## src/rtl/multi_counter_sweep.sv

```systemverilog
// Command-side controller for multi_counter: merges inc/dec events with an INIT/QRY sweep
// and streams query responses through a credit-protected FIFO.
package multi_counter_pkg;
    typedef enum logic [2:0] {
        OP_NOP  = 3'd0,
        OP_INIT = 3'd1,
        OP_INCR = 3'd2,
        OP_DECR = 3'd3,
        OP_QRY  = 3'd4
    } op_t;
endpackage

// state | meaning
// IDLE  | events only, waiting for sweep_start
// INIT  | clearing every counter, events held off
// QRY   | querying counters in id order, events take priority
// DRAIN | all queries issued, waiting for in-flight responses
module multi_counter_sweep
    import multi_counter_pkg::*;
#(
    parameter int CNTRS_N    = 256,
    parameter int CNTRS_W    = 32,
    parameter int CNTRS_ID_W = $clog2(CNTRS_N),
    parameter int FIFO_N     = 8,
    parameter int RSP_LAT    = 4
) (
    input  logic                  clk,
    input  logic                  rst_n,
    input  logic                  sweep_start,
    input  logic                  sweep_clr,
    output logic                  sweep_busy_r,
    output logic                  sweep_done_r,
    input  logic                  evt_vld,
    output logic                  evt_rdy,
    input  logic [CNTRS_ID_W-1:0] evt_id,
    input  logic                  evt_dec,
    output logic                  cntr_pass_r,
    output logic [CNTRS_ID_W-1:0] cntr_id_r,
    output op_t                   cntr_op_r,
    output logic [CNTRS_W-1:0]    cntr_dat_r,
    input  logic                  status_pass_r,
    input  logic                  status_qry_r,
    input  logic [CNTRS_ID_W-1:0] status_id_r,
    input  logic [CNTRS_W-1:0]    status_dat_r,
    output logic                  out_vld,
    input  logic                  out_rdy,
    output logic [CNTRS_ID_W-1:0] out_id,
    output logic [CNTRS_W-1:0]    out_dat,
    output logic [7:0]            drop_cnt_r
);
    localparam int FIFO_AW = $clog2(FIFO_N);
    localparam int CNT_W   = FIFO_AW + 1;
    localparam int OUT_W   = $clog2(RSP_LAT + 1);
    localparam int CMP_W   = CNT_W + 1;

    typedef enum logic [1:0] {ST_IDLE, ST_INIT, ST_QRY, ST_DRAIN} state_t;

    state_t                r_state;
    state_t                w_state_nxt;
    logic [CNTRS_ID_W-1:0] r_ptr;
    logic [OUT_W-1:0]      r_outstanding;
    logic [CNT_W-1:0]      r_fifo_cnt;
    logic [FIFO_AW-1:0]    r_wr_ptr;
    logic [FIFO_AW-1:0]    r_rd_ptr;
    logic [CNTRS_ID_W-1:0] r_mem_id  [FIFO_N];
    logic [CNTRS_W-1:0]    r_mem_dat [FIFO_N];
    logic                  r_sweep_busy;
    logic                  r_sweep_done;
    logic                  r_cntr_pass;
    logic [CNTRS_ID_W-1:0] r_cntr_id;
    op_t                   r_cntr_op;
    logic [CNTRS_W-1:0]    r_cntr_dat;
    logic [7:0]            r_drop_cnt;

    logic w_evt_acc;
    logic w_init_issue;
    logic w_qry_issue;
    logic w_done_nxt;
    logic w_last;
    logic w_credit;
    logic w_ptr_clr;
    logic w_rsp;
    logic w_push;
    logic w_drop;
    logic w_pop;

    assign evt_rdy   = (r_state != ST_INIT);
    assign w_evt_acc = evt_vld & evt_rdy;
    assign w_last    = (r_ptr == CNTRS_ID_W'(CNTRS_N - 1));
    // in-flight queries reserve FIFO space so a response is never refused
    assign w_credit  = (CMP_W'(r_fifo_cnt) + CMP_W'(r_outstanding)) < CMP_W'(FIFO_N);
    assign w_rsp     = status_pass_r & status_qry_r;
    assign w_push    = w_rsp & (r_outstanding != '0);
    assign w_drop    = w_rsp & (r_outstanding == '0);
    assign w_pop     = out_vld & out_rdy;
    assign w_ptr_clr = ((r_state == ST_IDLE) & sweep_start) | ((r_state == ST_INIT) & w_last);

    always_comb begin
        w_state_nxt  = r_state;
        w_init_issue = 1'b0;
        w_qry_issue  = 1'b0;
        w_done_nxt   = 1'b0;
        case (r_state)
            ST_IDLE: begin
                if (sweep_start) w_state_nxt = sweep_clr ? ST_INIT : ST_QRY;
            end
            ST_INIT: begin
                w_init_issue = 1'b1;
                if (w_last) w_state_nxt = ST_QRY;
            end
            ST_QRY: begin
                w_qry_issue = ~w_evt_acc & w_credit;
                if (w_qry_issue && w_last) w_state_nxt = ST_DRAIN;
            end
            ST_DRAIN: begin
                if (r_outstanding == '0) begin
                    w_state_nxt = ST_IDLE;
                    w_done_nxt  = 1'b1;
                end
            end
            default: w_state_nxt = ST_IDLE;
        endcase
    end

    always_ff @(posedge clk or negedge rst_n) begin
        if (!rst_n) begin
            r_state      <= ST_IDLE;
            r_ptr        <= '0;
            r_sweep_busy <= 1'b0;
            r_sweep_done <= 1'b0;
        end else begin
            r_state      <= w_state_nxt;
            r_sweep_done <= w_done_nxt;
            if (w_ptr_clr) r_ptr <= '0;
            else if (w_init_issue || w_qry_issue) r_ptr <= r_ptr + CNTRS_ID_W'(1);
            // a new start in the done cycle wins over the clear
            if ((r_state == ST_IDLE) && sweep_start) r_sweep_busy <= 1'b1;
            else if (r_sweep_done) r_sweep_busy <= 1'b0;
        end
    end

    always_ff @(posedge clk or negedge rst_n) begin
        if (!rst_n) begin
            r_cntr_pass <= 1'b0;
            r_cntr_id   <= '0;
            r_cntr_op   <= OP_NOP;
            r_cntr_dat  <= '0;
        end else begin
            r_cntr_dat <= '0;
            if (w_evt_acc) begin
                r_cntr_pass <= 1'b1;
                r_cntr_id   <= evt_id;
                r_cntr_op   <= evt_dec ? OP_DECR : OP_INCR;
            end else if (w_init_issue || w_qry_issue) begin
                r_cntr_pass <= 1'b1;
                r_cntr_id   <= r_ptr;
                r_cntr_op   <= w_init_issue ? OP_INIT : OP_QRY;
            end else begin
                r_cntr_pass <= 1'b0;
                r_cntr_id   <= '0;
                r_cntr_op   <= OP_NOP;
            end
        end
    end

    always_ff @(posedge clk or negedge rst_n) begin
        if (!rst_n) begin
            r_outstanding <= '0;
            r_fifo_cnt    <= '0;
            r_wr_ptr      <= '0;
            r_rd_ptr      <= '0;
            r_drop_cnt    <= '0;
        end else begin
            if (w_qry_issue && !w_push) r_outstanding <= r_outstanding + OUT_W'(1);
            else if (!w_qry_issue && w_push) r_outstanding <= r_outstanding - OUT_W'(1);
            if (w_push && !w_pop) r_fifo_cnt <= r_fifo_cnt + CNT_W'(1);
            else if (!w_push && w_pop) r_fifo_cnt <= r_fifo_cnt - CNT_W'(1);
            if (w_push) r_wr_ptr <= r_wr_ptr + FIFO_AW'(1);
            if (w_pop) r_rd_ptr <= r_rd_ptr + FIFO_AW'(1);
            if (w_drop && (r_drop_cnt != 8'hFF)) r_drop_cnt <= r_drop_cnt + 8'd1;
        end
    end

    always_ff @(posedge clk) begin
        if (w_push) begin
            r_mem_id[r_wr_ptr]  <= status_id_r;
            r_mem_dat[r_wr_ptr] <= status_dat_r;
        end
    end

    assign sweep_busy_r = r_sweep_busy;
    assign sweep_done_r = r_sweep_done;
    assign cntr_pass_r  = r_cntr_pass;
    assign cntr_id_r    = r_cntr_id;
    assign cntr_op_r    = r_cntr_op;
    assign cntr_dat_r   = r_cntr_dat;
    assign drop_cnt_r   = r_drop_cnt;
    assign out_vld      = (r_fifo_cnt != '0);
    assign out_id       = r_mem_id[r_rd_ptr];
    assign out_dat      = r_mem_dat[r_rd_ptr];
endmodule
```

## config.mk

```make
export PLATFORM = sky130hd
export DESIGN_NAME = multi_counter_sweep
export DESIGN_NICKNAME = d
export VERILOG_FILES = /design/src/rtl/multi_counter_sweep.sv
export SDC_FILE = /design/constraint.sdc
export NUM_CORES = 1
export LEC_CHECK = 0
export BUFFER_PORTS_ARGS = -buffer_cell sky130_fd_sc_hd__buf_2
export CAP_MARGIN = 15
export CORE_ASPECT_RATIO = 0.5
export CORE_MARGIN = 1
export CORE_UTILIZATION = 40
export DETAILED_ROUTE_END_ITERATION = 8
export MAX_ROUTING_LAYER = met4
export RECOVER_POWER = 100
export SYNTH_ARGS = -nofsm -noshare
export SYNTH_HDL_FRONTEND = slang
export SYNTH_SLANG_ARGS = --single-unit
```

## constraint.sdc

```tcl
create_clock -name clk -period 6.5 [get_ports clk]
set_clock_uncertainty 0.2 [all_clocks]
set_input_delay 0.65 -clock clk [delete_from_list [all_inputs] [get_ports clk]]
set_output_delay 0.65 -clock clk [all_outputs]
set_load 0.01 [all_outputs]
```

* After elaboration in Yosys (flattened, before gate mapping)
Memory sizes are Yosys's and may differ from the RTL's. Cells that the tools add are included.
Cells by class: add/subtract/negate cells 9, $lt $le $gt $ge 1, equal/unequal tests 10, multiplexer cells 28, bitwise operators 10, reduce and logical (&&, ||, !) cells 20
Operators with widths (count):
- $mux W8 | 4
- $add A8 B1 Y8 const B | 2
- $mux W3 | 5
- $mux W1 | 11
- $mux W2 | 5
- $add A3 B1 Y3 const B | 3
- $and A1 B1 Y1 | 8
- $eq A8 B8 Y1 const B | 1
- $mux W4 | 2
- $ne A2 B2 Y1 const B | 4
- $ne A8 B8 Y1 const B | 1
- $pmux W2 S4 | 1
- $reduce_bool A2 Y1 | 4
- $logic_and A1 B1 Y1 | 7
- $add A4 B3 Y5 | 1
- $lt A5 B4 Y1 const B | 1
- $add A4 B1 Y4 const B | 1
- $eq A2 B2 Y1 const B | 2
- $reduce_and A4 Y1 | 1
- $reduce_bool A4 Y1 | 1
- $sub A4 B1 Y4 const B | 1
- $logic_not A1 Y1 | 3
- $logic_not A3 Y1 | 1
- $reduce_bool A3 Y1 | 1
- 7 further kinds | 7
Word-level totals: register bits after elaboration 45, memory bits (writable) 320, input port bits 57, memories kept 2
Memory list:
- r_mem_dat | depth 8, bits a word 32, read ports 1, clocked after memory_dff 0, wr ports 1, RTL line 66 | logic [CNTRS_W-1:0] r_mem_dat [FIFO_N];
- r_mem_id | depth 8, bits a word 8, read ports 1, clocked after memory_dff 0, wr ports 1, RTL line 65 | logic [CNTRS_ID_W-1:0] r_mem_id [FIFO_N];

* Logic depth before layout (Yosys ltp)
Gate-level depths: netlist of the first run.
word-level depth 9, mapped depth 12

* Least setup slack after synthesis of the first run
No wires, ideal clock.
kind input to register, start in status_pass_r, end mem r_mem_dat[0][0], enable pin, library setup time 0.487 ns, data arrival time 3.812 ns, required time 5.813 ns, slack 2.001 ns, cell stages on the path 3, buffers on the path 0, path through nand2_1 > or3_1 > nor3_1
Between the ends: word-level cells in the longest chain between the ends 4
Ends and longest elaborated chain:
- start: declaration | RTL line 41 | input logic status_pass_r,
- $and A1 B1 Y1 | RTL line 92 | assign w_rsp = status_pass_r & status_qry_r;
- $and A1 B1 Y1 | RTL line 93 | assign w_push = w_rsp & (r_outstanding != '0);
- $mux W1 | RTL line 185 | if (w_push) begin
- $mux W1 (implied by the code) | RTL line 187 | r_mem_dat[r_wr_ptr] <= status_dat_r;
- end: declaration | RTL line 66
No other way between the ends.

* Worst setup path in the final report of the first run
start reg r_rd_ptr[1], end out out_dat[11]
Between the ends: word-level cells in the longest chain between the ends 1
Ends and longest elaborated chain:
- start: declaration | RTL line 64 | logic [FIFO_AW-1:0] r_rd_ptr;
- start signal: assignment | RTL line 179 | if (w_pop) r_rd_ptr <= r_rd_ptr + FIFO_AW'(1);
- $mem_v2 Z8 W32
- end: declaration | RTL line 48 | output logic [CNTRS_W-1:0] out_dat,
No other way between the ends.

==> metrics.txt, run 1 <==
# TYPE chip_impl_metric gauge
chip_impl_metric{name="final-hold-violation-count",unit=""} 0
chip_impl_metric{name="route.detailed.drc",unit=""} 0
chip_impl_info{name="critical_path.top_delay_family",value="buffers and inverters"} 1
chip_impl_metric{name="powerDensity",unit="nW/um^2"} 417.3
chip_impl_metric{name="tightest_slew",unit="ns"} 3.185
chip_impl_metric{name="synth.yosys.seq_area_share",unit="%"} 74.18
chip_impl_metric{name="grt_first_pass_wirelength",unit="um"} 41840
chip_impl_metric{name="synth-edff-count",unit=""} 320
chip_impl_info{name="yosys-top-cells-area",value="edfxtp_1, mux4_2, dfrtp_1"} 1
chip_impl_info{name="min_path_type",value="input pin to flop"} 1
chip_impl_metric{name="post-dp-hpwl",unit="um"} 15210
chip_impl_metric{name="synth.yosys.warnings",unit=""} 0
chip_impl_metric{name="critPathBufInv",unit=""} 2
chip_impl_metric{name="finalSetupTns",unit="ns"} 0
chip_impl_info{name="synthTopCellsByCount",value="edfxtp_1, mux4_2, dfrtp_1"} 1
chip_impl_metric{name="finalCritPeriodShare",unit="%"} 77.24
chip_impl_metric{name="placement_rows",unit=""} 48
chip_impl_metric{name="utilization",unit="%"} 47.16
chip_impl_metric{name="max_freq",unit="MHz"} 199.2
chip_impl_metric{name="initial_core_util",unit="%"} 41.33
chip_impl_metric{name="areaGrowthSynthToFinish",unit="%"} 14.10
chip_impl_info{name="ys_dominant_reg_cell",value="edfxtp_1"} 1
chip_impl_metric{name="hold_slack",unit="ns"} 0.1349
chip_impl_metric{name="detailed_place.area",unit="sq um"} 15580
chip_impl_metric{name="maxCapViolCount",unit=""} 13
chip_impl_info{name="critical_path.endpoint_type",value="output pin"} 1
chip_impl_metric{name="fp.dieW",unit="um"} 271.0
chip_impl_metric{name="ioPinCount",unit=""} 153
chip_impl_metric{name="fin_crit",unit="ns"} 5.021
chip_impl_info{name="slowest_stage_cell_on_the_critical_path",value="dfrtp_1"} 1
chip_impl_metric{name="numCtsBuffers",unit=""} 34
chip_impl_metric{name="cts.repair.resized",unit=""} 0
chip_impl_metric{name="timing.slew.headroom",unit="%"} -112.4
chip_impl_metric{name="synthesis.area",unit="sq um"} 14470
chip_impl_metric{name="globalRouteTotalUtil",unit="%"} 15.60
chip_impl_metric{name="ant_nets",unit=""} 0
chip_impl_metric{name="drt-wirelength-per-cell",unit="um"} 20.47
chip_impl_metric{name="critical_path_peak_fanout",unit=""} 54
chip_impl_info{name="tritoncts_clock_tree",value="done"} 1
chip_impl_metric{name="gr-total-overflow",unit=""} 0
chip_impl_metric{name="post-route-cell-area",unit="sq um"} 16510
chip_impl_metric{name="cts_sinks",unit=""} 365
chip_impl_info{name="path_class",value="flop to output pin"} 1
chip_impl_info{name="rsz0062_at_grt",value="no"} 1
chip_impl_metric{name="dieHeight",unit="um"} 136.5
chip_impl_metric{name="drt-total-wl",unit="um"} 27550
chip_impl_metric{name="detail_route.first_pass.iterations",unit=""} 4
chip_impl_metric{name="number_of_synthesized_register_bits",unit=""} 365
chip_impl_info{name="crit_path_start_kind",value="flop"} 1
chip_impl_metric{name="clk-insertion-delay-late",unit="ns"} 0.51
chip_impl_info{name="failed_checks",value="max-capacitance violations, max-slew violations"} 1
chip_impl_metric{name="worstPathRequired",unit="ns"} 5.65
chip_impl_metric{name="yosys.cell_types.count",unit=""} 47
chip_impl_metric{name="cts_setup_buffers",unit=""} 0
chip_impl_metric{name="cp_slowest_stage_delay",unit="ns"} 1.34
chip_impl_metric{name="via_per_inst",unit=""} 5.076
chip_impl_metric{name="finalSetupViolCount",unit=""} 0
chip_impl_metric{name="synth.avg_cell_area",unit="sq um"} 20.56
chip_impl_metric{name="initial_antenna_violation_count",unit=""} 1
chip_impl_info{name="status",value="complete, but fails checks"} 1
chip_impl_metric{name="cts-root-to-sink-buffers",unit=""} 3
chip_impl_metric{name="irDropWorstVdd",unit="mV"} 0.1649
chip_impl_metric{name="drv_slew",unit=""} 473
chip_impl_metric{name="clock_h_tree_levels",unit=""} 2
chip_impl_info{name="clk_root_buffer_cell",value="clkbuf_16"} 1
chip_impl_metric{name="cts.clk_slew.worst_paths",unit="ns"} 0.06
chip_impl_metric{name="drt-initial-drc-count",unit=""} 360
chip_impl_info{name="synth_top_area_cell",value="edfxtp_1"} 1
chip_impl_metric{name="timing.critical_path.arrival",unit="ns"} 4.17
chip_impl_metric{name="cts-hold-fix-buffers",unit=""} 0
chip_impl_metric{name="post_synth_inst_count",unit=""} 704
chip_impl_metric{name="grt_start_max_net_pins",unit=""} 55
chip_impl_metric{name="globalplace.congestion",unit=""} 0.7301
chip_impl_metric{name="async_reset_ff_share",unit="%"} 12.33
chip_impl_metric{name="power.leakage",unit="nW"} 5.471
chip_impl_metric{name="grt_pass1_vias",unit=""} 7135
chip_impl_metric{name="post-route-worst-setup-slack",unit="ns"} 1.479
chip_impl_metric{name="drive_gt1_share",unit="%"} 24.25
chip_impl_info{name="synth_most_common_cell",value="edfxtp_1"} 1
chip_impl_metric{name="post-place-ws",unit="ns"} 2.985
chip_impl_metric{name="dieArea",unit="sq um"} 36990
chip_impl_metric{name="placeable_core_area",unit="sq um"} 35010
chip_impl_metric{name="net_count_final",unit=""} 921
chip_impl_metric{name="num-fill-cells",unit=""} 2950
chip_impl_metric{name="vias_post_dr",unit=""} 6832
chip_impl_metric{name="synthDominantCellAreaShare",unit="%"} 66.40
chip_impl_info{name="crit_chain",value="clkbuf_2, mux4_2, mux2_1, buf_2"} 1
chip_impl_metric{name="port_buffers",unit=""} 120
[tightest hold or removal path: stages]
cell	delay, ns
buf_2	0.07
nand2_1	0.04
nand2_1	0.05
[cells in the final DEF (no fill, tap or decap), types with 5 or more instances in the layout]
master and n:
xnor2_1 14, conb_1 32, dfrtp_1 43, inv_1 11, edfxtp_1 320, clkbuf_1 114
nor2_1 7, mux2_2 40, a22o_2 7, o21ai_0 6, mux4_2 80, nand2_1 25
ha_1 15, buf_2 21, clkbuf_16 35, nand3_1 9, clkinv_1 8, nor2_4 5
or3_1 5, a21oi_1 7
[path summary, 6_finish.rpt]
kind                                              start                    endpoint  slack (ns)  cells after the start
hold reg to reg                  sweep_done_r$_DFF_PN0_    sweep_busy_r$_DFFE_PN0P_        0.29                      1
max in group asynchronous                         rst_n     r_rd_ptr[0]$_DFFE_PN0P_        3.12                      3
setup reg to reg           r_outstanding[0]$_DFFE_PN0P_  r_mem_dat[7][31]$_DFFE_PP_        2.06                      6
hold / removal                                  evt_dec      cntr_op_r[0]$_DFF_PN0_        0.13                      3
setup / recovery                r_rd_ptr[1]$_DFFE_PN0P_                 out_dat[11]        1.48                      4
min in group asynchronous                         rst_n        r_ptr[7]$_DFFE_PN0P_        0.40                      2
[registers in the layout, indices dropped and copies added (netlist names)]
name / count
r_mem_dat: 256
r_mem_id: 64
cntr_id_r: 8
drop_cnt_r: 8
r_ptr: 8
r_fifo_cnt: 4
cntr_op_r: 3
r_outstanding: 3
r_rd_ptr: 3
r_wr_ptr: 3
r_state: 2
cntr_pass_r: 1
sweep_busy_r: 1
sweep_done_r: 1
[cell type report]
class | instances | area, sq um | area share [%]
Timing Repair Buffer | 134 | 544.3 | 3.296
Sequential cell | 365 | 10740 | 65.04
Multi-Input combinational cell | 301 | 3483 | 21.09
Tap cell | 475 | 594.3 | 3.599
Clock inverter | 16 | 171.4 | 1.038
Inverter | 11 | 41.29 | 0.2500
Clock buffer | 43 | 935.9 | 5.668
Antenna cell | 1 | 2.502 | 0.01515
[kinds of logic after synthesis]
| group | count (synthesis) | synth area share (%) |
|---|---|---|
| AND/OR/NAND/NOR | 75 | 2.628 |
| other | 1 | 0.02591 |
| flip-flops | 365 | 74.18 |
| multiplexers | 127 | 16.07 |
| buffers and inverters | 69 | 2.775 |
| AO/OA/AOI/OAI | 32 | 1.660 |
| XOR/XNOR | 18 | 1.089 |
| adder cells (fa/ha/maj) | 17 | 1.573 |
[per-layer routing]
layer  share of wire [%]  vias up  global-route usage, %  wire [um]
met1                  44     3594                  20.32      12170
met5                   0        -                      -          0
met4                 1.5        0                  3.641        427
met3                 3.8       44                  2.860       1058
li1                    -     3067                      -          -
met2                  50      127                  25.69      13890
[through the flow]
stage / power, mW / instances
6_report: 6.892 / 1346
2_1_floorplan: 4.440 / 735
3_3_place_gp: 5.036 / 1284
5_1_grt: 7.255 / 1346
4_1_cts: 7.047 / 1343
3_5_place_dp: 5.066 / 1284
[power by group]
group	total (mW)	switching [mW]	leakage, nW	internal, mW
combinational	1.84	0.894	1.47	0.949
sequential	3.08	0.271	3.46	2.81
clock	1.97	0.829	0.539	1.14
total	6.89	1.99	5.47	4.90
Note: power is estimated with default switching activity, not from simulation.
==> run 2: changes to the inputs <==
==> constraint.sdc (replaced) <==
create_clock -name clk -period 4.6 [get_ports clk]
set_clock_uncertainty 0.2 [all_clocks]
set_input_delay 0.46 -clock clk [delete_from_list [all_inputs] [get_ports clk]]
set_output_delay 0.46 -clock clk [all_outputs]
set_load 0.01 [all_outputs]
==> run 2 against run 1 <==
Net effect: the run still ends with max-capacitance violations, max-slew violations left; largest power group unchanged; worst hold slack lost 0.056 ns; critical endpoint is now out_dat[30]; global-route usage grew 0.22 points; cell count grew 3.6%; flip-flop and latch count is the same; sequential share of layout area shrank 1.7 points; register-to-register slack lost 1.2 ns; combinational power grew 45%; clock-buffer cell count is the same; utilization grew 1.3 points.
==> metrics.txt, run 2 (synthesis results as in run 1) <==
# TYPE chip_impl_metric gauge
chip_impl_info{name="status",value="complete, but fails checks"} 1
chip_impl_info{name="failed_checks",value="max-capacitance violations, max-slew violations"} 1
chip_impl_info{name="tritoncts_clock_tree",value="done"} 1
chip_impl_metric{name="placeable_core_area",unit="sq um"} 35010
chip_impl_metric{name="numCtsBuffers",unit=""} 35
chip_impl_metric{name="post-dp-hpwl",unit="um"} 15440
chip_impl_info{name="final_common_cell",value="edfxtp_1"} 1
chip_impl_metric{name="drv_slew",unit=""} 58
chip_impl_metric{name="placement_rows",unit=""} 48
chip_impl_metric{name="grt_pass1_vias",unit=""} 7411
chip_impl_info{name="critical_path.endpoint_type",value="output pin"} 1
chip_impl_metric{name="vias_post_dr",unit=""} 7034
chip_impl_metric{name="reg2reg_depth",unit=""} 4
chip_impl_metric{name="power.leakage",unit="nW"} 5.693
chip_impl_metric{name="detail_route.first_pass.iterations",unit=""} 4
chip_impl_metric{name="initial_antenna_violation_count",unit=""} 0
chip_impl_metric{name="grt_start_max_net_pins",unit=""} 55
chip_impl_metric{name="switching_power",unit="mW"} 2.861
chip_impl_metric{name="via_per_inst",unit=""} 5.046
chip_impl_metric{name="dieArea",unit="sq um"} 36990
chip_impl_metric{name="drt-initial-drc-count",unit=""} 358
chip_impl_info{name="largest_register",value="r_mem_dat"} 1
chip_impl_metric{name="num-fill-cells",unit=""} 2944
chip_impl_metric{name="power.share.clock",unit="%"} 27.9
chip_impl_metric{name="fp.dieW",unit="um"} 271.0
chip_impl_metric{name="initial_core_util",unit="%"} 41.33
chip_impl_info{name="path_class",value="flop to output pin"} 1
chip_impl_info{name="clk_root_buffer_cell",value="clkbuf_16"} 1
chip_impl_metric{name="fin_crit",unit="ns"} 3.742
chip_impl_metric{name="gr-total-overflow",unit=""} 0
chip_impl_metric{name="register_area",unit="sq um"} 10740
chip_impl_metric{name="ioPinCount",unit=""} 153
chip_impl_info{name="crit_chain",value="buf_4, mux4_2, mux2_2, clkbuf_1"} 1
chip_impl_metric{name="finalCritPeriodShare",unit="%"} 81.35
chip_impl_metric{name="cts-hold-fix-buffers",unit=""} 45
chip_impl_metric{name="clock_h_tree_levels",unit=""} 2
chip_impl_metric{name="cts.clk_slew.worst_paths",unit="ns"} 0.06
chip_impl_metric{name="worst_hold_path.num_cells",unit=""} 3
chip_impl_metric{name="drt-total-wl",unit="um"} 27890
chip_impl_metric{name="grt_first_pass_wirelength",unit="um"} 42820
chip_impl_metric{name="netSwitchingFraction",unit="%"} 29.43
chip_impl_metric{name="final-hold-violation-count",unit=""} 0
chip_impl_metric{name="hold_slack",unit="ns"} 0.07866
chip_impl_metric{name="areaGrowthSynthToFinish",unit="%"} 17.26
chip_impl_metric{name="cts_setup_buffers",unit=""} 0
chip_impl_metric{name="clk-insertion-delay-late",unit="ns"} 0.52
chip_impl_info{name="biggestRegsByFlops",value="r_mem_dat x256, r_mem_id x64"} 1
chip_impl_metric{name="antenna_diodes",unit=""} 0
chip_impl_info{name="slowest_stage_cell_on_the_critical_path",value="dfrtp_2"} 1
chip_impl_metric{name="internal_power",unit="mW"} 6.861
chip_impl_info{name="crit_path_start_kind",value="flop"} 1
chip_impl_metric{name="ant_nets",unit=""} 0
chip_impl_metric{name="power",unit="mW"} 9.722
chip_impl_metric{name="setup_slack_of_the_worst_register_to_register_path",unit="ns"} 0.89
chip_impl_metric{name="cts.repair.resized",unit=""} 0
chip_impl_metric{name="net_count_final",unit=""} 968
chip_impl_metric{name="cts_sinks",unit=""} 365
chip_impl_metric{name="finalSetupTns",unit="ns"} 0
chip_impl_metric{name="critical_path_peak_fanout",unit=""} 54
chip_impl_metric{name="timing.slew.headroom",unit="%"} -40.53
chip_impl_metric{name="largest_register_ffs",unit=""} 256
chip_impl_metric{name="port_buffers",unit=""} 120
chip_impl_metric{name="drt-wirelength-per-cell",unit="um"} 20.00
chip_impl_metric{name="dieHeight",unit="um"} 136.5
chip_impl_metric{name="globalplace.congestion",unit=""} 0.7075
chip_impl_metric{name="cts-root-to-sink-buffers",unit=""} 3
chip_impl_metric{name="worstPathRequired",unit="ns"} 3.94
chip_impl_info{name="most_used_cells_in_the_layout_excluding_fill_and_tap_cells",value="edfxtp_1, clkbuf_1, mux4_2"} 1
chip_impl_metric{name="maxCapViolCount",unit=""} 2
chip_impl_metric{name="cp_slowest_stage_delay",unit="ns"} 1.32
chip_impl_metric{name="timing.critical_path.arrival",unit="ns"} 3.08
chip_impl_metric{name="power.combinational.fraction",unit="%"} 27.4
chip_impl_metric{name="p_seq_share",unit="%"} 44.7
chip_impl_metric{name="max_freq",unit="MHz"} 267.2
chip_impl_metric{name="multi_input_area",unit="sq um"} 3478
chip_impl_metric{name="globalRouteTotalUtil",unit="%"} 15.82
chip_impl_metric{name="tightest_slew",unit="ns"} 2.108
chip_impl_info{name="rsz0062_at_grt",value="no"} 1
chip_impl_metric{name="powerDensity",unit="nW/um^2"} 572.9
chip_impl_metric{name="finalSetupViolCount",unit=""} 0
chip_impl_metric{name="irDropWorstVdd",unit="mV"} 0.2118
chip_impl_metric{name="drive_gt1_share",unit="%"} 23.94
chip_impl_info{name="min_path_type",value="input pin to flop"} 1
chip_impl_metric{name="route.detailed.drc",unit=""} 0
==> run 2: path summary, 6_finish.rpt <==
check,from,end
worst max-delay path,r_rd_ptr[1]$_DFFE_PN0P_,out_dat[30]
worst min-delay path,sweep_clr,r_state[0]$_DFFE_PN0P_
worst max register to register,r_outstanding[0]$_DFFE_PN0P_,r_mem_dat[2][27]$_DFFE_PP_
worst min register to register,sweep_done_r$_DFF_PN0_,sweep_busy_r$_DFFE_PN0P_
max in group asynchronous,rst_n,r_rd_ptr[0]$_DFFE_PN0P_
min in group asynchronous,rst_n,cntr_id_r[5]$_DFF_PN0_
==> run 2: per-layer routing <==
metal	wire (um)	part of all wire, %	up-vias	track usage [%]
li1	-	-	3153	-
met1	12360	44	3713	20.70
met2	14010	50	136	26.02
met3	1129	4.0	32	2.737
met4	391	1.4	0	3.861
met5	0	0	-	-
==> run 2: critical path, delay by kind of cell, from the launching register on <==
| kind | cells | cell delay, ns |
|---|---|---|
| buffers and inverters | 2 | 0.59 |
| muxes | 2 | 0.63 |
| DFF | 1 | 1.32 |
==> run 2: cell type report <==
type                       instances  share of cell area (%)
tap                              475                   3.502
clock buffer                      43                   5.589
multi-input combinational        301                   20.50
timing repair buffer             180                   6.149
clock inverter                    19                  0.7226
sequential                       365                   63.30
inverter                          11                  0.2433
==> run 2: power by group through the flow <==
stage | logic, mW | registers, mW | clock network [mW]
6_report | 2.66 | 4.35 | 2.71
5_1_grt | 2.91 | 4.41 | 2.91
4_1_cts | 2.84 | 4.36 | 2.79
3_5_place_dp | 2.79 | 4.43 | 0
3_3_place_gp | 2.76 | 4.41 | 0
2_1_floorplan | 2.10 | 4.17 | 0
==> run 2: per-stage QoR <==
step           area (sq um)  util, %  setup WS (ns)  std cells
2_1_floorplan         14590        -         0.2353        735
3_5_place_dp          15620    44.60          1.645       1286
4_1_cts               17140    48.95          1.153       1393
6_report              16970    48.47         0.8580       1394
3_3_place_gp          15620    44.60          1.736       1286
5_1_grt               16970    48.47         0.5717       1394
==> run 3: changes to the inputs <==
==> constraint.sdc (replaced) <==
create_clock -name clk -period 3.2 [get_ports clk]
set_clock_uncertainty 0.2 [all_clocks]
set_input_delay 0.32 -clock clk [delete_from_list [all_inputs] [get_ports clk]]
set_output_delay 0.32 -clock clk [all_outputs]
set_load 0.01 [all_outputs]
==> run 3 against run 2 <==
Net effect: the run still ends with max-capacitance violations, max-slew violations left; cell count up 1.0%; largest cell class unchanged; global-route usage up 0.15 points; worst hold slack worse by 0.027 ns; flip-flop and latch count unchanged; sequential power up 42%; highest routed layer unchanged; power up 49%.
==> metrics.txt, run 3 (synthesis results as in run 1) <==
# TYPE chip_impl_metric gauge
chip_impl_metric{name="globalplace.congestion",unit=""} 0.7255
chip_impl_metric{name="via_per_inst",unit=""} 4.944
chip_impl_metric{name="setup_slack_of_the_worst_register_to_register_path",unit="ns"} 0.32
chip_impl_metric{name="drv_slew",unit=""} 37
chip_impl_metric{name="maxCapViolCount",unit=""} 1
chip_impl_metric{name="critical_path_peak_fanout",unit=""} 24
chip_impl_metric{name="tightest_slew",unit="ns"} 1.932
chip_impl_metric{name="globalRouteTotalUtil",unit="%"} 15.96
chip_impl_info{name="most_used_cells_in_the_layout_excluding_fill_and_tap_cells",value="edfxtp_1, clkbuf_1, mux4_2"} 1
chip_impl_metric{name="drt-total-wl",unit="um"} 27860
chip_impl_metric{name="net_count_final",unit=""} 982
chip_impl_metric{name="areaGrowthSynthToFinish",unit="%"} 19.56
chip_impl_metric{name="utilization",unit="%"} 49.42
chip_impl_metric{name="largest_register_ffs",unit=""} 256
chip_impl_info{name="min_path_type",value="input pin to flop"} 1
chip_impl_metric{name="grt_first_pass_wirelength",unit="um"} 43300
chip_impl_info{name="final_common_cell",value="edfxtp_1"} 1
chip_impl_metric{name="gr-total-overflow",unit=""} 0
chip_impl_metric{name="multi_input_area",unit="sq um"} 3503
chip_impl_metric{name="placement_rows",unit=""} 48
chip_impl_metric{name="port_buffers",unit=""} 120
chip_impl_metric{name="cts.repair.resized",unit=""} 0
chip_impl_metric{name="dieHeight",unit="um"} 136.5
chip_impl_metric{name="fp.dieW",unit="um"} 271.0
chip_impl_info{name="status",value="complete, but fails checks"} 1
chip_impl_metric{name="ioPinCount",unit=""} 153
chip_impl_info{name="clk_root_buffer_cell",value="clkbuf_16"} 1
chip_impl_metric{name="drive_gt1_share",unit="%"} 24.44
chip_impl_metric{name="initial_antenna_violation_count",unit=""} 0
chip_impl_metric{name="cts.clk_slew.worst_paths",unit="ns"} 0.06
chip_impl_metric{name="numCtsBuffers",unit=""} 34
chip_impl_metric{name="power.leakage",unit="nW"} 5.814
chip_impl_metric{name="detail_route.first_pass.iterations",unit=""} 4
chip_impl_metric{name="route.detailed.drc",unit=""} 0
chip_impl_metric{name="irDropWorstVdd",unit="mV"} 0.3323
chip_impl_metric{name="cts_sinks",unit=""} 365
chip_impl_metric{name="initial_core_util",unit="%"} 41.33
chip_impl_metric{name="post-dp-hpwl",unit="um"} 15870
chip_impl_metric{name="drt-initial-drc-count",unit=""} 472
chip_impl_info{name="path_class",value="flop to output pin"} 1
chip_impl_info{name="failed_checks",value="max-capacitance violations, max-slew violations"} 1
chip_impl_metric{name="num-fill-cells",unit=""} 2910
chip_impl_metric{name="final-hold-violation-count",unit=""} 0
chip_impl_metric{name="clk-insertion-delay-late",unit="ns"} 0.51
chip_impl_metric{name="max_freq",unit="MHz"} 335.0
chip_impl_metric{name="post-route-cell-area",unit="sq um"} 17300
chip_impl_info{name="largest_register",value="r_mem_dat"} 1
chip_impl_metric{name="worstPathRequired",unit="ns"} 2.68
chip_impl_metric{name="powerDensity",unit="nW/um^2"} 836.4
chip_impl_metric{name="cts-root-to-sink-buffers",unit=""} 3
chip_impl_metric{name="finalCritPeriodShare",unit="%"} 93.28
chip_impl_metric{name="grt_pass1_vias",unit=""} 7543
chip_impl_metric{name="drt-wirelength-per-cell",unit="um"} 19.79
chip_impl_metric{name="placeable_core_area",unit="sq um"} 35010
chip_impl_info{name="biggestRegsByFlops",value="r_mem_dat x256, r_mem_id x64"} 1
chip_impl_metric{name="grt_start_max_net_pins",unit=""} 41
chip_impl_info{name="crit_path_start_kind",value="flop"} 1
chip_impl_metric{name="finalSetupViolCount",unit=""} 0
chip_impl_info{name="critical_path.endpoint_type",value="output pin"} 1
chip_impl_metric{name="ant_nets",unit=""} 0
chip_impl_metric{name="antenna_diodes",unit=""} 0
chip_impl_metric{name="finalSetupTns",unit="ns"} 0
chip_impl_metric{name="detailed_place.area",unit="sq um"} 15760
chip_impl_metric{name="vias_post_dr",unit=""} 6961
chip_impl_metric{name="clock_h_tree_levels",unit=""} 2
chip_impl_metric{name="timing.slew.headroom",unit="%"} -28.78
chip_impl_info{name="tritoncts_clock_tree",value="done"} 1
chip_impl_metric{name="fin_crit",unit="ns"} 2.985
chip_impl_metric{name="register_area",unit="sq um"} 10740
chip_impl_metric{name="dieArea",unit="sq um"} 36990
chip_impl_metric{name="timing.critical_path.arrival",unit="ns"} 2.46
chip_impl_info{name="rsz0062_at_grt",value="no"} 1
[run 3: cell count changes in the layout (fill, tap and decap cells not counted), sizes merged]
| cell | previous run | this run |
|---|---|---|
| dlygate4sd3 | 45 | 55 |
| buf | 28 | 34 |
| bufinv | 1 | 7 |
| clkbuf | 150 | 145 |
| clkinv | 17 | 13 |
| clkinvlp | 0 | 2 |
| inv | 12 | 11 |
[run 3: timing repair]
action	CTS	global route
hold buffers	55	0
endpoints found under the hold margin	370	0
buffers inserted	0	0
[run 3: report_power, final]
part           switching [mW]  leakage, nW  internal [mW]
logic                    1.96         1.79           2.06
clock network            1.71        0.569           2.58
registers               0.477         3.46           5.68
total                    4.15         5.81           10.3
[run 3: layer usage]
| layer | up-vias | part of all wire [%] | GRT usage, % |
|---|---|---|---|
| met5 | - | 0 | - |
| met4 | 0 | 1.5 | 3.766 |
| met3 | 34 | 3.1 | 2.684 |
| met2 | 103 | 52 | 27.15 |
| met1 | 3649 | 43 | 20.22 |
| li1 | 3175 | - | - |
[run 3: through the flow]
| stage | worst slack, ns | power (mW) | hold WS (ns) | cells |
|---|---|---|---|---|
| 2_1_floorplan | -0.09213 | 9.019 | -0.1756 | 735 |
| 3_3_place_gp | 0.4513 | 10.43 | 0.2485 | 1292 |
| 3_5_place_dp | 0.4217 | 10.50 | 0.2689 | 1292 |
| 4_1_cts | 0.1511 | 14.89 | 0.03303 | 1408 |
| 5_1_grt | 0.07193 | 15.24 | 0.07333 | 1408 |
| 6_report | 0.2151 | 14.47 | 0.05214 | 1408 |
[run 3: area by class of cell]
type                            count  share of cell area [%]
Timing Repair Buffer              195                   7.101
Multi-Input combinational cell    301                   20.25
Clock buffer                       39                   5.149
Clock inverter                     22                   1.735
Sequential cell                   365                   62.09
Tap cell                          475                   3.435
Inverter                           11                  0.2386
[run 3: critical path, stage by stage (launching register included)]
cell and delay (ns):
dfrtp_4 0.65, buf_12 0.27, mux4_2 0.53, mux2_1 0.33, buf_2 0.15
[run 3: worst paths after layout]
path / from / end / cells after the start
min in group asynchronous: rst_n / r_ptr[5]$_DFFE_PN0P_ / 2
max in group asynchronous: rst_n / r_rd_ptr[0]$_DFFE_PN0P_ / 2
worst min register to register: sweep_done_r$_DFF_PN0_ / sweep_busy_r$_DFFE_PN0P_ / 1
worst max-delay path: r_rd_ptr[0]$_DFFE_PN0P_ / out_id[3] / 4
worst max register to register: r_outstanding[0]$_DFFE_PN0P_ / r_mem_dat[6][23]$_DFFE_PP_ / 4
worst min-delay path: status_qry_r / r_wr_ptr[0]$_DFFE_PN0P_ / 4
